`src/rtl/or_arb_pkg.sv`:
```
// Shared state encodings and requester IDs for the two-client OR arbiter.
package or_arb_pkg;

  typedef enum logic [1:0] {
    IDLE = 2'b00,
    OPER = 2'b01,
    HOLD = 2'b10
  } arb_state_t;

  localparam logic REQ0 = 1'b0;
  localparam logic REQ1 = 1'b1;

  // One-hot grant vector {gnt1, gnt0} for a requester ID.
  function automatic logic [1:0] id_to_gnt(input logic id);
    return (id == REQ1) ? 2'b10 : 2'b01;
  endfunction

endpackage

```
`src/rtl/sc_or_arbiter_if.sv`:
```
// Bus bundle joining the arbiter to its two requesters, the shared OR unit and the result consumer.
interface sc_or_arbiter_if #(
  parameter int NUMBER_DATAWIDTH = 8
);
  logic                        OR_ARB_req0_In;
  logic [NUMBER_DATAWIDTH-1:0] OR_ARB_req0_data0_In;
  logic [NUMBER_DATAWIDTH-1:0] OR_ARB_req0_data1_In;
  logic                        OR_ARB_gnt0_Out;
  logic                        OR_ARB_req1_In;
  logic [NUMBER_DATAWIDTH-1:0] OR_ARB_req1_data0_In;
  logic [NUMBER_DATAWIDTH-1:0] OR_ARB_req1_data1_In;
  logic                        OR_ARB_gnt1_Out;
  logic [NUMBER_DATAWIDTH-1:0] OR_ARB_or_data0_Out;
  logic [NUMBER_DATAWIDTH-1:0] OR_ARB_or_data1_Out;
  logic [NUMBER_DATAWIDTH-1:0] OR_ARB_or_z_In;
  logic [NUMBER_DATAWIDTH-1:0] OR_ARB_result_Out;
  logic                        OR_ARB_result_valid_Out;
  logic                        OR_ARB_result_id_Out;
  logic                        OR_ARB_result_ready_In;

  modport master (
    input  OR_ARB_req0_In, OR_ARB_req0_data0_In, OR_ARB_req0_data1_In,
    input  OR_ARB_req1_In, OR_ARB_req1_data0_In, OR_ARB_req1_data1_In,
    input  OR_ARB_or_z_In, OR_ARB_result_ready_In,
    output OR_ARB_gnt0_Out, OR_ARB_gnt1_Out,
    output OR_ARB_or_data0_Out, OR_ARB_or_data1_Out,
    output OR_ARB_result_Out, OR_ARB_result_valid_Out, OR_ARB_result_id_Out
  );

  modport slave (
    output OR_ARB_req0_In, OR_ARB_req0_data0_In, OR_ARB_req0_data1_In,
    output OR_ARB_req1_In, OR_ARB_req1_data0_In, OR_ARB_req1_data1_In,
    output OR_ARB_or_z_In, OR_ARB_result_ready_In,
    input  OR_ARB_gnt0_Out, OR_ARB_gnt1_Out,
    input  OR_ARB_or_data0_Out, OR_ARB_or_data1_Out,
    input  OR_ARB_result_Out, OR_ARB_result_valid_Out, OR_ARB_result_id_Out
  );

endinterface

```
`src/rtl/sc_or_arb_pick.sv`:
```
// Combinational winner select for the OR arbiter.
// Define OR_ARB_FIXED_PRIO_EN for fixed priority (requester 0 wins ties); default is round robin.
module sc_or_arb_pick
  import or_arb_pkg::*;
(
  input  logic req0,
  input  logic req1,
  input  logic last_grant,
  output logic winner,
  output logic any_req
);

  always_comb begin
    any_req = req0 | req1;
    winner  = REQ0;
    if (req0 && req1) begin
`ifdef OR_ARB_FIXED_PRIO_EN
      winner = REQ0;
`else
      winner = (last_grant == REQ0) ? REQ1 : REQ0;
`endif
    end else if (req1) begin
      winner = REQ1;
    end
  end

`ifdef OR_ARB_FIXED_PRIO_EN
  logic unused_last_grant;
  assign unused_last_grant = last_grant;
`endif

endmodule

```
`src/rtl/sc_or_arbiter.sv`:
```
// Shares one external 8-bit OR unit between two requesters; registered result with valid/ready.
// Tie-break policy selected in sc_or_arb_pick by OR_ARB_FIXED_PRIO_EN (undefined: round robin).
module sc_or_arbiter
  import or_arb_pkg::*;
#(
  parameter int NUMBER_DATAWIDTH = 8
) (
  input logic             OR_ARB_CLOCK_50,
  input logic             OR_ARB_RESET_InLow,
  sc_or_arbiter_if.master bus
);

  arb_state_t                  state_q, state_d;
  logic [NUMBER_DATAWIDTH-1:0] opa_q, opa_d;
  logic [NUMBER_DATAWIDTH-1:0] opb_q, opb_d;
  logic [NUMBER_DATAWIDTH-1:0] res_q, res_d;
  logic [1:0]                  gnt_q, gnt_d;
  logic                        valid_q, valid_d;
  logic                        id_q, id_d;
  logic                        last_q, last_d;
  logic                        winner;
  logic                        any_req;

  sc_or_arb_pick u_pick (
    .req0       (bus.OR_ARB_req0_In),
    .req1       (bus.OR_ARB_req1_In),
    .last_grant (last_q),
    .winner     (winner),
    .any_req    (any_req)
  );

  always_ff @(posedge OR_ARB_CLOCK_50 or negedge OR_ARB_RESET_InLow) begin
    if (!OR_ARB_RESET_InLow) begin
      state_q <= IDLE;
      opa_q   <= '0;
      opb_q   <= '0;
      res_q   <= '0;
      gnt_q   <= 2'b00;
      valid_q <= 1'b0;
      id_q    <= REQ0;
      last_q  <= REQ1;
    end else begin
      state_q <= state_d;
      opa_q   <= opa_d;
      opb_q   <= opb_d;
      res_q   <= res_d;
      gnt_q   <= gnt_d;
      valid_q <= valid_d;
      id_q    <= id_d;
      last_q  <= last_d;
    end
  end

  // Grant is a one-cycle pulse; everything else holds unless a state transition updates it.
  always_comb begin
    state_d = state_q;
    opa_d   = opa_q;
    opb_d   = opb_q;
    res_d   = res_q;
    gnt_d   = 2'b00;
    valid_d = valid_q;
    id_d    = id_q;
    last_d  = last_q;
    unique case (state_q)
      IDLE: begin
        if (any_req) begin
          opa_d   = (winner == REQ1) ? bus.OR_ARB_req1_data0_In : bus.OR_ARB_req0_data0_In;
          opb_d   = (winner == REQ1) ? bus.OR_ARB_req1_data1_In : bus.OR_ARB_req0_data1_In;
          gnt_d   = id_to_gnt(winner);
          id_d    = winner;
          state_d = OPER;
        end
      end
      OPER: begin
        res_d   = bus.OR_ARB_or_z_In;
        valid_d = 1'b1;
        last_d  = id_q;
        state_d = HOLD;
      end
      HOLD: begin
        if (bus.OR_ARB_result_ready_In) begin
          valid_d = 1'b0;
          state_d = IDLE;
        end
      end
      default: state_d = IDLE;
    endcase
  end

  assign bus.OR_ARB_gnt0_Out         = gnt_q[0];
  assign bus.OR_ARB_gnt1_Out         = gnt_q[1];
  assign bus.OR_ARB_or_data0_Out     = opa_q;
  assign bus.OR_ARB_or_data1_Out     = opb_q;
  assign bus.OR_ARB_result_Out       = res_q;
  assign bus.OR_ARB_result_valid_Out = valid_q;
  assign bus.OR_ARB_result_id_Out    = id_q;

endmodule
```
`src/flat_wrapper.sv`:
```
// flat-port wrapper written by rule: the top's interface ports become plain ports
module sc_or_arbiter_flat import or_arb_pkg::*;
#(
  parameter int NUMBER_DATAWIDTH = 8
)
  (OR_ARB_CLOCK_50, OR_ARB_RESET_InLow, bus_OR_ARB_req0_In, bus_OR_ARB_req0_data0_In, bus_OR_ARB_req0_data1_In, bus_OR_ARB_req1_In, bus_OR_ARB_req1_data0_In, bus_OR_ARB_req1_data1_In, bus_OR_ARB_or_z_In, bus_OR_ARB_result_ready_In, bus_OR_ARB_gnt0_Out, bus_OR_ARB_gnt1_Out, bus_OR_ARB_or_data0_Out, bus_OR_ARB_or_data1_Out, bus_OR_ARB_result_Out, bus_OR_ARB_result_valid_Out, bus_OR_ARB_result_id_Out);
  sc_or_arbiter_if #(.NUMBER_DATAWIDTH(NUMBER_DATAWIDTH)) bus_i ();
  input logic OR_ARB_CLOCK_50;
  input logic OR_ARB_RESET_InLow;
  input wire logic [$bits(bus_i.OR_ARB_req0_In)-1:0] bus_OR_ARB_req0_In;
  input wire logic [$bits(bus_i.OR_ARB_req0_data0_In)-1:0] bus_OR_ARB_req0_data0_In;
  input wire logic [$bits(bus_i.OR_ARB_req0_data1_In)-1:0] bus_OR_ARB_req0_data1_In;
  input wire logic [$bits(bus_i.OR_ARB_req1_In)-1:0] bus_OR_ARB_req1_In;
  input wire logic [$bits(bus_i.OR_ARB_req1_data0_In)-1:0] bus_OR_ARB_req1_data0_In;
  input wire logic [$bits(bus_i.OR_ARB_req1_data1_In)-1:0] bus_OR_ARB_req1_data1_In;
  input wire logic [$bits(bus_i.OR_ARB_or_z_In)-1:0] bus_OR_ARB_or_z_In;
  input wire logic [$bits(bus_i.OR_ARB_result_ready_In)-1:0] bus_OR_ARB_result_ready_In;
  output wire logic [$bits(bus_i.OR_ARB_gnt0_Out)-1:0] bus_OR_ARB_gnt0_Out;
  output wire logic [$bits(bus_i.OR_ARB_gnt1_Out)-1:0] bus_OR_ARB_gnt1_Out;
  output wire logic [$bits(bus_i.OR_ARB_or_data0_Out)-1:0] bus_OR_ARB_or_data0_Out;
  output wire logic [$bits(bus_i.OR_ARB_or_data1_Out)-1:0] bus_OR_ARB_or_data1_Out;
  output wire logic [$bits(bus_i.OR_ARB_result_Out)-1:0] bus_OR_ARB_result_Out;
  output wire logic [$bits(bus_i.OR_ARB_result_valid_Out)-1:0] bus_OR_ARB_result_valid_Out;
  output wire logic [$bits(bus_i.OR_ARB_result_id_Out)-1:0] bus_OR_ARB_result_id_Out;
  assign bus_i.OR_ARB_req0_In = bus_OR_ARB_req0_In;
  assign bus_i.OR_ARB_req0_data0_In = bus_OR_ARB_req0_data0_In;
  assign bus_i.OR_ARB_req0_data1_In = bus_OR_ARB_req0_data1_In;
  assign bus_i.OR_ARB_req1_In = bus_OR_ARB_req1_In;
  assign bus_i.OR_ARB_req1_data0_In = bus_OR_ARB_req1_data0_In;
  assign bus_i.OR_ARB_req1_data1_In = bus_OR_ARB_req1_data1_In;
  assign bus_i.OR_ARB_or_z_In = bus_OR_ARB_or_z_In;
  assign bus_i.OR_ARB_result_ready_In = bus_OR_ARB_result_ready_In;
  assign bus_OR_ARB_gnt0_Out = bus_i.OR_ARB_gnt0_Out;
  assign bus_OR_ARB_gnt1_Out = bus_i.OR_ARB_gnt1_Out;
  assign bus_OR_ARB_or_data0_Out = bus_i.OR_ARB_or_data0_Out;
  assign bus_OR_ARB_or_data1_Out = bus_i.OR_ARB_or_data1_Out;
  assign bus_OR_ARB_result_Out = bus_i.OR_ARB_result_Out;
  assign bus_OR_ARB_result_valid_Out = bus_i.OR_ARB_result_valid_Out;
  assign bus_OR_ARB_result_id_Out = bus_i.OR_ARB_result_id_Out;
  sc_or_arbiter #(.NUMBER_DATAWIDTH(NUMBER_DATAWIDTH)) u_core (.OR_ARB_CLOCK_50(OR_ARB_CLOCK_50), .OR_ARB_RESET_InLow(OR_ARB_RESET_InLow), .bus(bus_i));
endmodule
```
`config.mk`:
```
export PLATFORM = sky130hd
export DESIGN_NAME = sc_or_arbiter_flat
export DESIGN_NICKNAME = d
export VERILOG_FILES = /design/src/rtl/or_arb_pkg.sv /design/src/rtl/sc_or_arbiter_if.sv /design/src/rtl/sc_or_arb_pick.sv /design/src/rtl/sc_or_arbiter.sv /design/src/flat_wrapper.sv
export SDC_FILE = /design/constraint.sdc
export NUM_CORES = 1
export LEC_CHECK = 0
export ABC_AREA = 1
export ABC_CLOCK_PERIOD_IN_PS = 2100
export CAP_MARGIN = 5
export CORE_MARGIN = 3
export CORE_UTILIZATION = 45
export CTS_BUF_LIST = sky130_fd_sc_hd__clkbuf_8
export CTS_CLUSTER_DIAMETER = 50
export DETAILED_ROUTE_END_ITERATION = 12
export MAX_ROUTING_LAYER = met4
export PLACE_DENSITY = 0.9
export SLEW_MARGIN = 20
export SYNTH_ARGS = -nofsm -noshare
export SYNTH_HDL_FRONTEND = slang
export SYNTH_SLANG_ARGS = --single-unit
```
`constraint.sdc`:
```
create_clock -name OR_ARB_CLOCK_50 -period 2.1 [get_ports OR_ARB_CLOCK_50]
set_clock_uncertainty 0.05 [all_clocks]
set_input_delay 0.21 -clock OR_ARB_CLOCK_50 [delete_from_list [all_inputs] [get_ports OR_ARB_CLOCK_50]]
set_output_delay 0.21 -clock OR_ARB_CLOCK_50 [all_outputs]
set_load 0.05 [all_outputs]
```
==> flow_summary.yaml <==
outcome:
  status: "finished clean"
min_path:
  hp-class: "primary input to asynchronous set/reset pin"
yosys:
  synth_top_family_by_area: "simple AND/OR/NAND/NOR gates"
  synth_adder_area_share_pct: 0
  synthMuxAreaShare_pct: 0
  ys_seq_area_share_pct: 52.5
  synthCells: 179
  synth-edff-count: 0
  synth.distinct_cells: 19
  synth-main-ff-cell: "dfrtp_1"
  synth_xor_area_share_pct: 0
  synth_compound_area_share_pct: 2.11
  ys_seq_elements: 31
  synth-simple-area-share_pct: 37.4
  avgSynthCellArea_um2: 8.27
  ys_warn_count: 0
  synth_area_um2: 1480
  async_flop_share_pct: 100
  synthesis.nets: 224
cells_and_area:
  area_delta_synth_final_pct: 58.0
  stdcell_count: 300
  layout.nets: 300
  diodes: 0
  drive_above_1_share_pct: 8.59
  layout_common_cells: "88 x nand2_1, 72 x clkdlybuf4s50_1, 30 x dfrtp_1, 17 x nand3_1, 13 x inv_1"
  final_core_util_pct: 75.4
  final_common_cell: "nand2_1"
clock_tree:
  insertion_delay_ps: 280
  cts_max_level: 2
  numCtsBuffers: 5
  holdBufCountCts: 0
  path_clk_slew_ps: 60
  post_cts_resized: 0
  root_buffer: "clkbuf_8"
  cts_buffer_depth: 2
  post_cts_buffers: 0
  cts_tree: "yes"
  cts_sinks: 31
power:
  power_density_nw_per_um2: 1650
  clkPwrFrac_pct: 14.9
  p_sw_mw: 1.89
  combPwrFrac_pct: 57.8
  peakVddDrop_mv: 0.918
  p_sw_share_pct: 49.0
  p_leak_nw: 1.15
  power.internal_mw: 1.96
  pwr-share-seq_pct: 27.2
drt:
  vias_per_cell: 4.59
  wl_met1_mm: 1.53
  top_layer: "met4"
  met3_length_um: 230
  wl_per_cell_um: 12.3
  vias: 1376
  drt_iter0_drc: 60
  remaining_drc_errors: 0
  dr.pass1.iters: 4
  ant_nets: 0
  drt-total-wl_mm: 3.68
  wl_met2_mm: 1.84
worst_setup_path:
  path_buf_inv: 1
  worstPathArrival_ps: 1480
  slowest_delay_ps: 830
  rr_endpoint: "u_core.bus.OR_ARB_or_data0_Out[0]$_DFFE_PN0P_"
  required_ps: 1840
  path_cells: "clkdlybuf4s50_1"
  r2r-start: "u_core.state_q[1]$_DFFE_PN0P_"
  critical_path.startpoint_type: "register"
  crit_fanout: 2
  critPathKind: "register to primary output"
  r2r_slack_ps: 740
  endpoint_kind: "primary output"
  reg2regPathDepth: 6
  crit_family: "buffers and inverters"
  cpMaxStageDelayCell: "clkdlybuf4s50_1"
place:
  dpl.cell_count: 292
  gp_congestion: 0.768
  numPortBuffers: 72
  dp_hpwl_mm: 2.76
timing:
  slew_headroom_pct: 64.8
  finalHoldViolCount: 0
  rsz0062_at_grt: "no"
  slew_violations: 0
  fmax_ghz: 0.576
  period_share_pct: 82.7
  finalSetupViolCount: 0
  tns_ps: 0
  fin_crit_ps: 1740
  worst_slew_pin_slew_ps: 526
global_routing:
  grt_antenna_before_repair: 0
  grt_pass1_vias: 1318
  grt_pass1_wl_mm: 6.16
  grt_max_degree: 32
  overflow: 0
  grt_usage_pct: 20.6
floorplanning:
  top_level_ports: 73
  start_util_pct: 47.7
  die_area_um2: 4010
  fp.dieW_um: 63.4
  placement_rows: 20
  dieHeight_um: 63.4
  core_um2: 3100
flow_run:
  drv_cap: 0
==> state kept, by name (all words and copies together), names as in the netlist <==
signal and count:
u_core.bus.OR_ARB_result_id_Out 1, u_core.gnt_q 2, u_core.last_q 1, u_core.state_q 2, u_core.bus.OR_ARB_result_valid_Out 1, u_core.bus.OR_ARB_or_data1_Out 8
u_core.bus.OR_ARB_or_data0_Out 8, u_core.bus.OR_ARB_result_Out 8
==> cells in the mapped netlist (2+ instances only) <==
| library cell | number | share of area, % |
|---|---|---|
| nand2_1 | 88 | 22 |
| dfrtp_1 | 30 | 51 |
| nand3_1 | 17 | 5.7 |
| inv_1 | 13 | 3.3 |
| nand3b_1 | 9 | 4.6 |
| buf_6 | 4 | 3.0 |
| buf_2 | 3 | 1.0 |
| nand2_2 | 2 | 0.85 |
| nor2_4 | 2 | 1.5 |
| o21ai_0 | 2 | 0.68 |
==> per-layer routing <==
metal,vias to the layer above,track usage (%)
met5,-,-
met4,0,9.43
met3,7,6.24
met2,45,31.9
met1,618,24.5
li1,706,-
==> cell type report <==
| type | count | area, um2 |
|---|---|---|
| clock buffer | 5 | 68.8 |
| clock inverter | 3 | 43.8 |
| fill | 248 | 764 |
| inverter | 15 | 58.8 |
| multi-input combinational | 126 | 584 |
| sequential | 31 | 777 |
| tap | 44 | 55.1 |
| timing repair buffer | 76 | 751 |
==> kinds of logic (layout without fill, tap and decap cells) <==
kind of cell / count (synthesis) / count (layout)
AND/OR/NAND/NOR: 121 / 121
flip-flops: 31 / 31
buffers and inverters: 22 / 99
AO/OA/AOI/OAI: 5 / 5
==> power by group through the flow <==
stage / Sequential [mW] / Clock, mW / Combinational, mW
2_1_floorplan: 1.95 / 0 / 0.620
3_3_place_gp: 1.05 / 0 / 2.19
3_5_place_dp: 1.05 / 0 / 2.24
4_1_cts: 1.05 / 0.587 / 2.25
5_1_grt: 1.09 / 0.613 / 2.38
6_report: 1.05 / 0.576 / 2.23
==> through the flow <==
stage               instance area [um2]  total power, mW  setup slack, ps  hold WS, ps
global route                       2340             4.08              327          289
detailed placement                 2230             3.29              434          408
finish                             2340             3.85              363          259
global placement                   2230             3.25              484          402
CTS                                2340             3.89              359          265
floorplan                          1480             2.56              912         -136
==> how the worst max path moves through the flow <==
stage / from / endpoint / slack, ps / cells past startpoint
after detailed placement: bus_OR_ARB_req1_In / u_core.bus.OR_ARB_or_data0_Out[0]$_DFFE_PN0P_ / 430 / 6
final: u_core.bus.OR_ARB_or_data1_Out[5]$_DFFE_PN0P_ / bus_OR_ARB_or_data1_Out[5] / 360 / 1
after floorplan: u_core.state_q[1]$_DFFE_PN0P_ / u_core.bus.OR_ARB_or_data0_Out[7]$_DFFE_PN0P_ / 910 / 7
after global routing: u_core.bus.OR_ARB_or_data1_Out[7]$_DFFE_PN0P_ / bus_OR_ARB_or_data1_Out[7] / 330 / 1
after global placement: bus_OR_ARB_req1_In / u_core.bus.OR_ARB_or_data1_Out[3]$_DFFE_PN0P_ / 480 / 6
after CTS: u_core.bus.OR_ARB_or_data1_Out[5]$_DFFE_PN0P_ / bus_OR_ARB_or_data1_Out[5] / 360 / 1
==> worst register-to-register path, delay by kind of cell, from the launching register on <==
kind / cells / cell delay (ps)
buf+inv: 2 / 250
simple gates: 4 / 520
flops: 1 / 430
(Power assumes the default switching activity.)
